## config.mk

```make
export PLATFORM = sky130hd
export DESIGN_NAME = button_debounce_flat
export DESIGN_NICKNAME = d
export VERILOG_FILES = /design/src/rtl/button_debounce_if.sv /design/src/rtl/button_debounce.sv /design/src/flat_wrapper.sv
export SDC_FILE = /design/constraint.sdc
export NUM_CORES = 1
export LEC_CHECK = 0
export ABC_AREA = 1
export CORE_MARGIN = 2
export CORE_UTILIZATION = 61
export DETAILED_ROUTE_END_ITERATION = 6
export PLACE_DENSITY = 0.82
export REMOVE_ABC_BUFFERS = 1
export SYNTH_ARGS = -nofsm -noshare
export SYNTH_HDL_FRONTEND = slang
export SYNTH_SLANG_ARGS = --single-unit
```

## constraint.sdc

```tcl
create_clock -name clk -period 2.93 [get_ports clk]
set_input_delay 0.4395 -clock clk [delete_from_list [all_inputs] [get_ports clk]]
set_output_delay 0.4395 -clock clk [all_outputs]
set_load 0.02 [all_outputs]
```

## src/rtl/button_debounce_if.sv

```systemverilog
// -----------------------------------------------------------------------------
// button_debounce_if
// Groups the push-button signals exchanged between the board-side source and
// the debouncer.
//   button_in     : raw pad level, active-high when pressed (source -> debouncer)
//   btn_level     : debounced level (debouncer -> consumers)
//   press_pulse   : one-cycle strobe per accepted press / repeat
//   release_pulse : one-cycle strobe per accepted release
//   press_cnt     : 8-bit wrap-around count of press_pulse strobes
// Modports:
//   master : drives button_in, observes the conditioned outputs
//   slave  : the debouncer itself
// -----------------------------------------------------------------------------
interface button_debounce_if;
  logic       button_in;
  logic       btn_level;
  logic       press_pulse;
  logic       release_pulse;
  logic [7:0] press_cnt;

  modport master (
    output button_in,
    input  btn_level,
    input  press_pulse,
    input  release_pulse,
    input  press_cnt
  );

  modport slave (
    input  button_in,
    output btn_level,
    output press_pulse,
    output release_pulse,
    output press_cnt
  );
endinterface

```

## src/rtl/button_debounce.sv

```systemverilog
// -----------------------------------------------------------------------------
// button_debounce
// Synchronises the asynchronous push-button pad and removes contact bounce
// with a counter-based FSM (IDLE -> PRESS_CHK -> HELD -> RELEASE_CHK).
// Produces a clean level, one-cycle press/release strobes and an 8-bit
// wrap-around press counter, all registered in the clk domain.
//
// Ports:
//   clk   : system clock
//   rst   : asynchronous, active-low reset
//   btn   : button_debounce_if.slave (button_in in; btn_level, press_pulse,
//           release_pulse, press_cnt out)
//
// Optional feature macro: AUTO_REPEAT_EN
//   When defined, holding the button emits a press_pulse after REPEAT_DELAY
//   cycles in HELD and then every REPEAT_PERIOD cycles. When undefined the
//   repeat logic is not built and every press yields exactly one pulse.
// -----------------------------------------------------------------------------
module button_debounce #(
  parameter int unsigned DEBOUNCE_CYCLES = 500000,
  parameter int unsigned CNT_W           = 20,
  parameter int unsigned REPEAT_DELAY    = 25000000,
  parameter int unsigned REPEAT_PERIOD   = 5000000
) (
  input  logic             clk,
  input  logic             rst,
  button_debounce_if.slave btn
);

  localparam logic [1:0] ST_IDLE        = 2'd0;
  localparam logic [1:0] ST_PRESS_CHK   = 2'd1;
  localparam logic [1:0] ST_HELD        = 2'd2;
  localparam logic [1:0] ST_RELEASE_CHK = 2'd3;

  localparam logic [CNT_W-1:0] CNT_LAST = CNT_W'(DEBOUNCE_CYCLES - 32'd1);

  logic             sync1_q, sync1_d;
  logic             sync2_q, sync2_d;
  logic [1:0]       state_q, state_d;
  logic [CNT_W-1:0] cnt_q, cnt_d;
  logic             level_q, level_d;
  logic             press_q, press_d;
  logic             release_q, release_d;
  logic [7:0]       press_cnt_q, press_cnt_d;

`ifdef AUTO_REPEAT_EN
  localparam int unsigned REP_MAX = (REPEAT_DELAY > REPEAT_PERIOD) ? REPEAT_DELAY : REPEAT_PERIOD;
  localparam int unsigned REP_W   = (REP_MAX > 32'd1) ? $clog2(REP_MAX) : 1;
  localparam logic [REP_W-1:0] REP_DELAY_LAST  = REP_W'(REPEAT_DELAY - 32'd1);
  localparam logic [REP_W-1:0] REP_PERIOD_LAST = REP_W'(REPEAT_PERIOD - 32'd1);

  logic [REP_W-1:0] rep_cnt_q, rep_cnt_d;
  // Set once the first (long) repeat delay has elapsed; later repeats use the period.
  logic             rep_armed_q, rep_armed_d;
  logic [REP_W-1:0] rep_target_s;

  assign rep_target_s = rep_armed_q ? REP_PERIOD_LAST : REP_DELAY_LAST;
`else
  // Repeat timing parameters have no effect without the repeat feature.
  logic unused_repeat_cfg_s;
  assign unused_repeat_cfg_s = ^{REPEAT_DELAY, REPEAT_PERIOD};
`endif

  // Two-flop synchroniser next-state; the FSM only ever looks at sync2.
  always_comb begin
    sync1_d = btn.button_in;
    sync2_d = sync1_q;
  end

  // Debounce FSM, counters and output strobes next-state.
  always_comb begin
    state_d     = state_q;
    cnt_d       = cnt_q;
    level_d     = level_q;
    press_d     = 1'b0;
    release_d   = 1'b0;
    press_cnt_d = press_cnt_q;
`ifdef AUTO_REPEAT_EN
    // Anything other than a continued hold in HELD clears the repeat timer.
    rep_cnt_d   = '0;
    rep_armed_d = 1'b0;
`endif
    case (state_q)
      ST_IDLE: begin
        level_d = 1'b0;
        cnt_d   = '0;
        if (sync2_q) begin
          state_d = ST_PRESS_CHK;
        end else begin
          state_d = ST_IDLE;
        end
      end

      ST_PRESS_CHK: begin
        if (!sync2_q) begin
          // Bounce: restart from scratch rather than accumulate.
          state_d = ST_IDLE;
          cnt_d   = '0;
        end else if (cnt_q == CNT_LAST) begin
          state_d     = ST_HELD;
          cnt_d       = '0;
          level_d     = 1'b1;
          press_d     = 1'b1;
          press_cnt_d = press_cnt_q + 8'd1;
        end else begin
          cnt_d = cnt_q + CNT_W'(1);
        end
      end

      ST_HELD: begin
        if (!sync2_q) begin
          state_d = ST_RELEASE_CHK;
          cnt_d   = '0;
        end else begin
          state_d = ST_HELD;
`ifdef AUTO_REPEAT_EN
          if (rep_cnt_q == rep_target_s) begin
            press_d     = 1'b1;
            press_cnt_d = press_cnt_q + 8'd1;
            rep_cnt_d   = '0;
            rep_armed_d = 1'b1;
          end else begin
            rep_cnt_d   = rep_cnt_q + REP_W'(1);
            rep_armed_d = rep_armed_q;
          end
`endif
        end
      end

      ST_RELEASE_CHK: begin
        if (sync2_q) begin
          // Release glitch: back to HELD, level never dropped.
          state_d = ST_HELD;
          cnt_d   = '0;
        end else if (cnt_q == CNT_LAST) begin
          state_d   = ST_IDLE;
          cnt_d     = '0;
          level_d   = 1'b0;
          release_d = 1'b1;
        end else begin
          cnt_d = cnt_q + CNT_W'(1);
        end
      end

      default: begin
        state_d = ST_IDLE;
        cnt_d   = '0;
        level_d = 1'b0;
      end
    endcase
  end

  // State and output registers with asynchronous active-low clear.
  always_ff @(posedge clk or negedge rst) begin
    if (!rst) begin
      sync1_q     <= 1'b0;
      sync2_q     <= 1'b0;
      state_q     <= ST_IDLE;
      cnt_q       <= '0;
      level_q     <= 1'b0;
      press_q     <= 1'b0;
      release_q   <= 1'b0;
      press_cnt_q <= 8'd0;
    end else begin
      sync1_q     <= sync1_d;
      sync2_q     <= sync2_d;
      state_q     <= state_d;
      cnt_q       <= cnt_d;
      level_q     <= level_d;
      press_q     <= press_d;
      release_q   <= release_d;
      press_cnt_q <= press_cnt_d;
    end
  end

`ifdef AUTO_REPEAT_EN
  // Auto-repeat timer registers.
  always_ff @(posedge clk or negedge rst) begin
    if (!rst) begin
      rep_cnt_q   <= '0;
      rep_armed_q <= 1'b0;
    end else begin
      rep_cnt_q   <= rep_cnt_d;
      rep_armed_q <= rep_armed_d;
    end
  end
`endif

  assign btn.btn_level     = level_q;
  assign btn.press_pulse   = press_q;
  assign btn.release_pulse = release_q;
  assign btn.press_cnt     = press_cnt_q;

endmodule
```

## src/flat_wrapper.sv

```systemverilog
// flat-port wrapper written by rule: the top's interface ports become plain ports
module button_debounce_flat 
#(
  parameter int unsigned DEBOUNCE_CYCLES = 500000,
  parameter int unsigned CNT_W           = 20,
  parameter int unsigned REPEAT_DELAY    = 25000000,
  parameter int unsigned REPEAT_PERIOD   = 5000000
)
  (clk, rst, btn_button_in, btn_btn_level, btn_press_pulse, btn_release_pulse, btn_press_cnt);
  button_debounce_if btn_i ();
  input  logic clk;
  input  logic rst;
  input wire logic [$bits(btn_i.button_in)-1:0] btn_button_in;
  output wire logic [$bits(btn_i.btn_level)-1:0] btn_btn_level;
  output wire logic [$bits(btn_i.press_pulse)-1:0] btn_press_pulse;
  output wire logic [$bits(btn_i.release_pulse)-1:0] btn_release_pulse;
  output wire logic [$bits(btn_i.press_cnt)-1:0] btn_press_cnt;
  assign btn_i.button_in = btn_button_in;
  assign btn_btn_level = btn_i.btn_level;
  assign btn_press_pulse = btn_i.press_pulse;
  assign btn_release_pulse = btn_i.release_pulse;
  assign btn_press_cnt = btn_i.press_cnt;
  button_debounce #(.DEBOUNCE_CYCLES(DEBOUNCE_CYCLES), .CNT_W(CNT_W), .REPEAT_DELAY(REPEAT_DELAY), .REPEAT_PERIOD(REPEAT_PERIOD)) u_core (.clk(clk), .rst(rst), .btn(btn_i));
endmodule
```

=== Word-level counts from Yosys, hierarchy flattened ===
Cells that the tools add are included.

* Bits in registers: 35
* Output and inout bits: 11
* Bits of input ports: 3

* Muxes and demuxes: 22
* Reductions and logical operators: 5
* Equality and inequality tests: 11
* $add $sub $neg: 2

{| class="wikitable"
|+ Operators by type and width
! operator !! number
|-
| two-way mux 20 bit || 4
|-
| one-hot mux 20 bit (4 select lines) || 1
|-
| adder 20 x 1 -> 20 bit, second input constant || 1
|-
| equality test 20 x 19 -> 1 bit, second input constant || 1
|-
| two-way mux 1 bit || 11
|-
| adder 8 x 1 -> 8 bit, second input constant || 1
|-
| two-way mux 2 bit || 4
|-
| one-hot mux 2 bit (4 select lines) || 1
|-
| != test 2 x 1 -> 1 bit, second input constant || 3
|-
| AND reduction 5 bit || 1
|-
| equality test 2 bit, second input constant || 2
|-
| != test 2 bit, second input constant || 2
|-
| != test 3 x 1 -> 1 bit, second input constant || 1
|-
| != test 3 bit, second input constant || 1
|-
| one-hot mux 1 bit (3 select lines) || 1
|-
| AND reduction 3 bit || 1
|-
| nonzero test 3 bit || 1
|-
| equality test 2 x 1 -> 1 bit, second input constant || 1
|-
| logical NOT 2 bit || 1
|-
| AND reduction 2 bit || 1
|}

=== Longest topological paths before layout ===
Gate-level depths: netlist of the first run.

* Depth after elaboration: 4
* Mapped depth: 10

=== Worst setup path before layout of the first run ===
Ideal clock, no wire load.

* Path kind: register to register
* Start point: register u_core.cnt_q[0]
* End point: register u_core.cnt_q[9]
* Setup time: 0.117 ns
* Buffers on the path: 0
* Required time: 2.813 ns
* Arrival: 1.376 ns
* Slack: 1.437 ns
* Stages on the path, launching flop included: 9
* Cells stage by stage: dfrtp_1 -> ha_1 -> nand2_2 -> nor2_4 -> nand3_2 -> o21ai_2 -> nand2_4 -> o21ai_1 -> inv_1

* Longest elaborated chain between the ends: 4

{| class="wikitable"
|+ Ends and longest elaborated chain
! what !! RTL line !! text
|-
| start, declared || button_debounce.sv:40 || <nowiki>logic [CNT_W-1:0] cnt_q, cnt_d;</nowiki>
|-
| start signal, assigned || button_debounce.sv:168 || <nowiki>cnt_q <= cnt_d;</nowiki>
|-
| adder 20 x 1 -> 20 bit / equality test 20 x 19 -> 1 bit (equally long branches) || - ||
|-
| two-way mux 20 bit * || button_debounce.sv:99, button_debounce.sv:135 ||
|-
| two-way mux 20 bit (on tied branches) || button_debounce.sv:131, button_debounce.sv:95 ||
|-
| one-hot mux 20 bit (4 select lines) * || button_debounce.sv:83 || <nowiki>case (state_q)</nowiki>
|}

Every way passes the cells marked *; elsewhere a longest branch is shown, timed or not.
A chain may end at the register's enable or synchronous reset.

=== Worst setup path in the final report of the first run ===
* Start point: register u_core.press_cnt_q[2] (netlist: u_core.btn.press_cnt[2])
* End point: output btn_press_cnt[2]

{| class="wikitable"
|+ RTL lines
! what !! RTL line !! text
|-
| start, declared || button_debounce.sv:44 || <nowiki>logic [7:0] press_cnt_q, press_cnt_d;</nowiki>
|-
| start signal, assigned || button_debounce.sv:172 || <nowiki>press_cnt_q <= press_cnt_d;</nowiki>
|-
| end, declared || flat_wrapper.sv:17 || <nowiki>output wire logic [$bits(btn_i.press_cnt)-1:0] btn_press_cnt;</nowiki>
|}

No word-level cell between the ends.

==> results.json, run 1 <==
{
  "outcome": "complete, no violations",
  "ant_nets": 0,
  "setup-violations-final": 0,
  "rsz0062_at_grt": "no",
  "nets": 351,
  "cts_tree": "done",
  "core_area_um2": 3606,
  "yosysUniqueCellTypes": 24,
  "synth-async-reset-ratio_pct": 100.0,
  "setup_tns_ns": 0,
  "syn_area_per_cell_um2": 6.794,
  "dp_hpwl_mm": 3.691,
  "hold_buffers": 0,
  "syn_inst": 330,
  "ios": 14,
  "worstPathBufferInverterCount": 1,
  "routed_wl_mm": 4.936,
  "met2_usage_pct": 39.32,
  "drt_iter0_markers": 157,
  "fp.dieH_um": 64.63,
  "final_hold_viol_count": 0,
  "path_clk_slew_ns": 0.07,
  "crit_fanout": 6,
  "final_util_pct": 68.84,
  "track_usage_pct": 26.11,
  "clock_path_buffers": 2,
  "holdCritPathClass": "input port to async pin",
  "rows": 22,
  "grt-busiest-layer": "met2",
  "fin_crit_sh_pct": 61.47,
  "multi_input_area_um2": 1164,
  "placed_cell_area_um2": 2401,
  "critPathRequiredTime_ns": 2.49,
  "worstSkewPairLatency_ns": 0.29,
  "crit_arrival_ns": 1.36,
  "max_freq_ghz": 0.5552,
  "final_cells": 395,
  "layout-drive-gt1-share_pct": 9.222,
  "syn2layout_area_growth_pct": 10.71,
  "cp_cell_sequence": "clkdlybuf4s50_1",
  "routedWlPerCell_um": 12.50,
  "path_class": "register to output pin",
  "ys_ff_latch": 35,
  "leakagePower_nw": 1.151,
  "cap_violations": 0,
  "gp_congestion": 0.9984,
  "max_stage_delay_ns": 0.63,
  "synth-edff-count": 0,
  "fillers": 323,
  "grt_use_met1_pct": 36.27,
  "finalMaxSlewViolations": 0,
  "worstReg2RegStart": "u_core.cnt_q[0]",
  "placedCellCount": 387,
  "tightest_slew_ns": 0.7625,
  "grt_first_pass_wirelength_mm": 8.335,
  "die-width_um": 64.63,
  "n_antenna_cell": 0,
  "clock_skew_ns": 0.006741,
  "grt_overflow": 0,
  "via_count": 2058,
  "dieArea_um2": 4176,
  "regArea_um2": 875.8,
  "start_kind": "register",
  "finalCriticalPeriod_ns": 1.801,
  "p_per_area_nw_per_um2": 345.8,
  "final_area_um2": 2482,
  "grt_pass1_vias": 1882,
  "grt_max_degree": 36,
  "syn-cell-area_um2": 2242,
  "end_kind": "output pin",
  "drc": 0,
  "clockRootBuffer": "clkbuf_8",
  "yosysSeqAreaShare_pct": 39.06,
  "dr.pass1.iters": 5,
  "cpMaxStageDelayCell": "clkdlybuf4s50_1",
  "final_common_cell": "nand2_1",
  "ys.flop_type": "dfrtp_1",
  "antenna_found_initial": 0,
  "mostFrequentLayoutCells": "102 x nand2_1, 53 x nor2_1, 43 x inv_1",
  "numPortBuffers": 13,
  "ir_drop_mv": 0.2756,
  "cts_sinks": 35,
  "post-cts-setup-buffers": 0,
  "initial_core_util_pct": 62.18,
  "critPathLaunch": "u_core.btn.press_cnt[2]",
  "ys_warn_count": 0,
  "cts.repair.resized": 0,
  "htreeDepth": 2,
  "slew_headroom_pct": 49.17,
  "via_per_inst": 5.210,
  "use_met3_pct": 6.250,
  "cts_made_buffers": 5,
  "path_delay_family": "buffers and inverters"
}
-- layout make-up --
class	instances	share of cell area (%)
well taps	48	2.419
clock inverters	1	0.2016
repair buffers	13	5.040
clock buffers	7	3.075
multi-input cells	244	46.88
flip-flops and latches	35	35.28
inverters	47	7.107
-- through the flow --
step                hold slack, ns  worst slack (ns)  power (W)
finish                      0.2197             1.129  0.0008584
floorplan                   0.1439             1.437  0.0005140
CTS                         0.2455             1.116  0.0008674
global route                0.2962             1.066  0.0008829
global placement            0.3393             1.334  0.0005293
detailed placement          0.3405             1.239  0.0005301
-- path summary, 6_finish.rpt --
check | to | slack [ns] | cells after the start
worst max-delay path | btn_press_cnt[2] | 1.13 | 1
min in group clk | u_core.sync2_q | 0.35 | 0
worst min-delay path | u_core.btn.press_cnt[7] | 0.22 | 1
worst min register to register | u_core.sync2_q | 0.35 | 0
worst max register to register | u_core.cnt_q[3] | 1.24 | 8
max in group asynchronous | async pin | 2.23 | 1
-- sequential cells by signal, indices dropped and copies added, names as in the netlist, named ones only --
signal	flops
u_core.cnt_q	20
u_core.btn.press_cnt	8
u_core.btn.btn_level	1
u_core.btn.press_pulse	1
u_core.btn.release_pulse	1
u_core.state_q	1
u_core.sync1_q	1
u_core.sync2_q	1
-- kinds of logic after synthesis --
kind of cell / after synthesis / synth area share (%)
DFF: 35 / 39.06
and+or+nand+nor: 221 / 44.59
xor gates and xnor gates: 8 / 3.125
buffers and inverters: 51 / 9.040
AOI/OAI and AO/OA: 13 / 3.069
adders and majority gates: 2 / 1.116
-- synthesized netlist by cell type, types with 5 or more instances --
master	number	share of area [%]
a21oi_1	6	1.3
inv_1	43	7.2
nor3_1	8	1.8
nand4_1	9	2.5
nand2_1	102	17
nor2_2	5	1.4
nor2_1	53	8.9
nand3_1	28	6.2
xor2_1	6	2.3
dfrtp_1	35	39
-- per-layer routing --
metal,part of all wire (%),vias up
li1,-,1058
met1,48,932
met2,44,62
met3,6.6,6
met4,1.3,0
met5,0,-
-- where the power goes --
| part | leakage [nW] | internal (W) | total [W] | switching, W |
|---|---|---|---|---|
| combinational | 0.627 | 0.00000629 | 0.0000279 | 0.0000216 |
| clock | 0.0422 | 0.000167 | 0.000339 | 0.000172 |
| sequential | 0.481 | 0.000486 | 0.000492 | 0.00000558 |
| total | 1.15 | 0.000659 | 0.000858 | 0.000199 |
No activity file was read; power rests on OpenSTA's default activity.
==> run 2, diff against run 1 <==
- CORE_UTILIZATION: 61 -> 59
- PLACE_DENSITY: 0.82 -> 0.79
- clock period: 2.93 -> 1.85 ns (I/O delays scaled with it)
==> run 2 against run 1 <==
Critical path depth increased by 7. Cell count up 0.51%. Total power grew 78%. Global-route usage shrank 0.28 points. Wire length increased by 1.7%. Largest cell class unchanged. Largest power group unchanged.
==> results.json, run 2 (synthesis gave the netlist of run 1 again) <==
{
  "die-width_um": 65.65,
  "post-cts-setup-buffers": 0,
  "rrSetupSlack_ns": 0.16,
  "drc": 0,
  "leakagePower_nw": 1.181,
  "wl_met3_um": 355,
  "grt_max_degree": 36,
  "layout-drive-gt1-share_pct": 10.32,
  "start_kind": "register",
  "top_layer": "met4",
  "rsz0062_at_grt": "no",
  "p_seq_share_pct": 51.1,
  "path_clk_slew_ns": 0.07,
  "max_freq_ghz": 0.5908,
  "outcome": "complete, no violations",
  "track_usage_pct": 25.83,
  "finalMaxSlewViolations": 0,
  "rows": 22,
  "dp_worst_setup_slack_ns": 0.1842,
  "antenna_found_initial": 0,
  "mostFrequentLayoutCells": "102 x nand2_1, 53 x nor2_1, 43 x inv_1",
  "clockRootBuffer": "clkbuf_8",
  "grt_first_pass_wirelength_mm": 8.404,
  "numPortBuffers": 13,
  "route.layer.met1.wl_mm": 2.406,
  "clock_path_buffers": 2,
  "ant_nets": 0,
  "end_kind": "register",
  "routedWlPerCell_um": 12.64,
  "crit_fanout": 9,
  "p_int_w": 0.001216,
  "pwr-share-comb_pct": 2.9,
  "setup-violations-final": 0,
  "cts_sinks": 35,
  "cts_tree": "done",
  "final_area_um2": 2534,
  "ir_drop_mv": 0.4679,
  "final_hold_viol_count": 0,
  "grt_pass1_vias": 1856,
  "n_antenna_cell": 0,
  "dr.pass1.iters": 5,
  "gp_congestion": 0.9785,
  "cts_made_buffers": 5,
  "slew_headroom_pct": 49.73,
  "grt_overflow": 0,
  "fp.dieH_um": 65.65,
  "cts.repair.resized": 0,
  "top_register": "u_core.cnt_q",
  "hold_buffers": 0,
  "r2r_end": "u_core.cnt_q[2]",
  "setup_tns_ns": 0,
  "worstSkewPairLatency_ns": 0.29,
  "largest_reg_flops": 20,
  "reg2reg_depth": 8,
  "cap_violations": 0,
  "holdWs_ns": 0.05442,
  "htreeDepth": 2,
  "dieArea_um2": 4309,
  "tightest_slew_ns": 0.7541,
  "crit_arrival_ns": 1.87,
  "placed_cell_area_um2": 2416,
  "core_area_um2": 3661,
  "critPathRequiredTime_ns": 2.03,
  "clkPwrFrac_pct": 46.0,
  "fin_crit_sh_pct": 91.49,
  "switching_power_w": 0.0003103,
  "final_common_cell": "nand2_1",
  "initial_core_util_pct": 61.24,
  "via_count": 2114,
  "holdCritPathClass": "input port to async pin",
  "clock_skew_ns": 0.005852,
  "nets": 353,
  "drt_iter0_markers": 197,
  "worst_slack_ns": 0.1574,
  "path_class": "register to register",
  "dp_hpwl_mm": 3.766,
  "worstReg2RegStart": "u_core.cnt_q[0]",
  "finalCriticalPeriod_ns": 1.693,
  "dr_wl_met2_mm": 2.186,
  "syn2layout_area_growth_pct": 13.00,
  "via_per_inst": 5.325,
  "sw_frac_of_total_pct": 20.33,
  "ios": 14,
  "routed_wl_mm": 5.020,
  "p_per_area_nw_per_um2": 602.3
}
run 2: cell count changes in the layout (fill, tap and decap cells not counted), sizes merged:
cell,delta
clkbuf,-1
bufinv,+1
buf,+2
run 2: area by class of cell:
| class | count | area [µm²] |
|---|---|---|
| clock inverters | 2 | 35.03 |
| fillers | 310 | 1127 |
| flip-flops and latches | 35 | 875.8 |
| repair buffers | 15 | 140.1 |
| multi-input cells | 244 | 1164 |
| clock buffers | 6 | 82.58 |
| inverters | 47 | 176.4 |
| well taps | 48 | 60.06 |
run 2: metal layers:
layer / track usage [%] / vias to the layer above
met2: 37.37 / 81
met5: 0 / -
met4: 9.375 / 0
li1: - / 1059
met1: 37.02 / 963
met3: 6.849 / 11
run 2: through the flow:
step | std cells | util (%) | power [W]
after CTS | 397 | 69.21 | 0.001547
after global placement | 389 | 65.99 | 0.0008386
after floorplan | 326 | - | 0.0008140
after global routing | 397 | 69.21 | 0.001579
after detailed placement | 389 | 65.99 | 0.0008397
final | 397 | 69.21 | 0.001526
run 2: worst max-delay path, stage by stage, from the launching register on:
cell     delay, ns
dfrtp_1       0.44
ha_1          0.27
nand2_2       0.09
nor2_4        0.16
nand3_2       0.13
o21ai_2       0.21
nand2_4       0.12
inv_2         0.10
nor2_1        0.05
run 2: worst max-delay path by stage:
| stage | start | end | slack [ns] |
|---|---|---|---|
| 2_1_floorplan | u_core.cnt_q[0] | u_core.cnt_q[9] | 0.36 |
| 3_3_place_gp | u_core.cnt_q[0] | u_core.btn.press_cnt[4] | 0.25 |
| 3_5_place_dp | u_core.cnt_q[0] | u_core.btn.press_cnt[4] | 0.18 |
| 4_1_cts | u_core.cnt_q[0] | u_core.cnt_q[2] | 0.17 |
| 5_1_grt | u_core.sync2_q | u_core.cnt_q[18] | 0.02 |
| 6_report | u_core.cnt_q[0] | u_core.cnt_q[2] | 0.16 |
run 2: power by group through the flow:
stage / Combinational (W) / Sequential [W] / Clock [W]
detailed placement: 0.0000462 / 0.000793 / 0
floorplan: 0.0000222 / 0.000792 / 0
finish: 0.0000447 / 0.000779 / 0.000702
global route: 0.0000535 / 0.000780 / 0.000745
global placement: 0.0000454 / 0.000793 / 0
CTS: 0.0000463 / 0.000779 / 0.000722
==> run 3, diff against run 2 <==
- CTS_CLUSTER_SIZE: not set -> 30
==> results of run 3 <==
Final layout, timing and power as in run 2 (identical DEF).
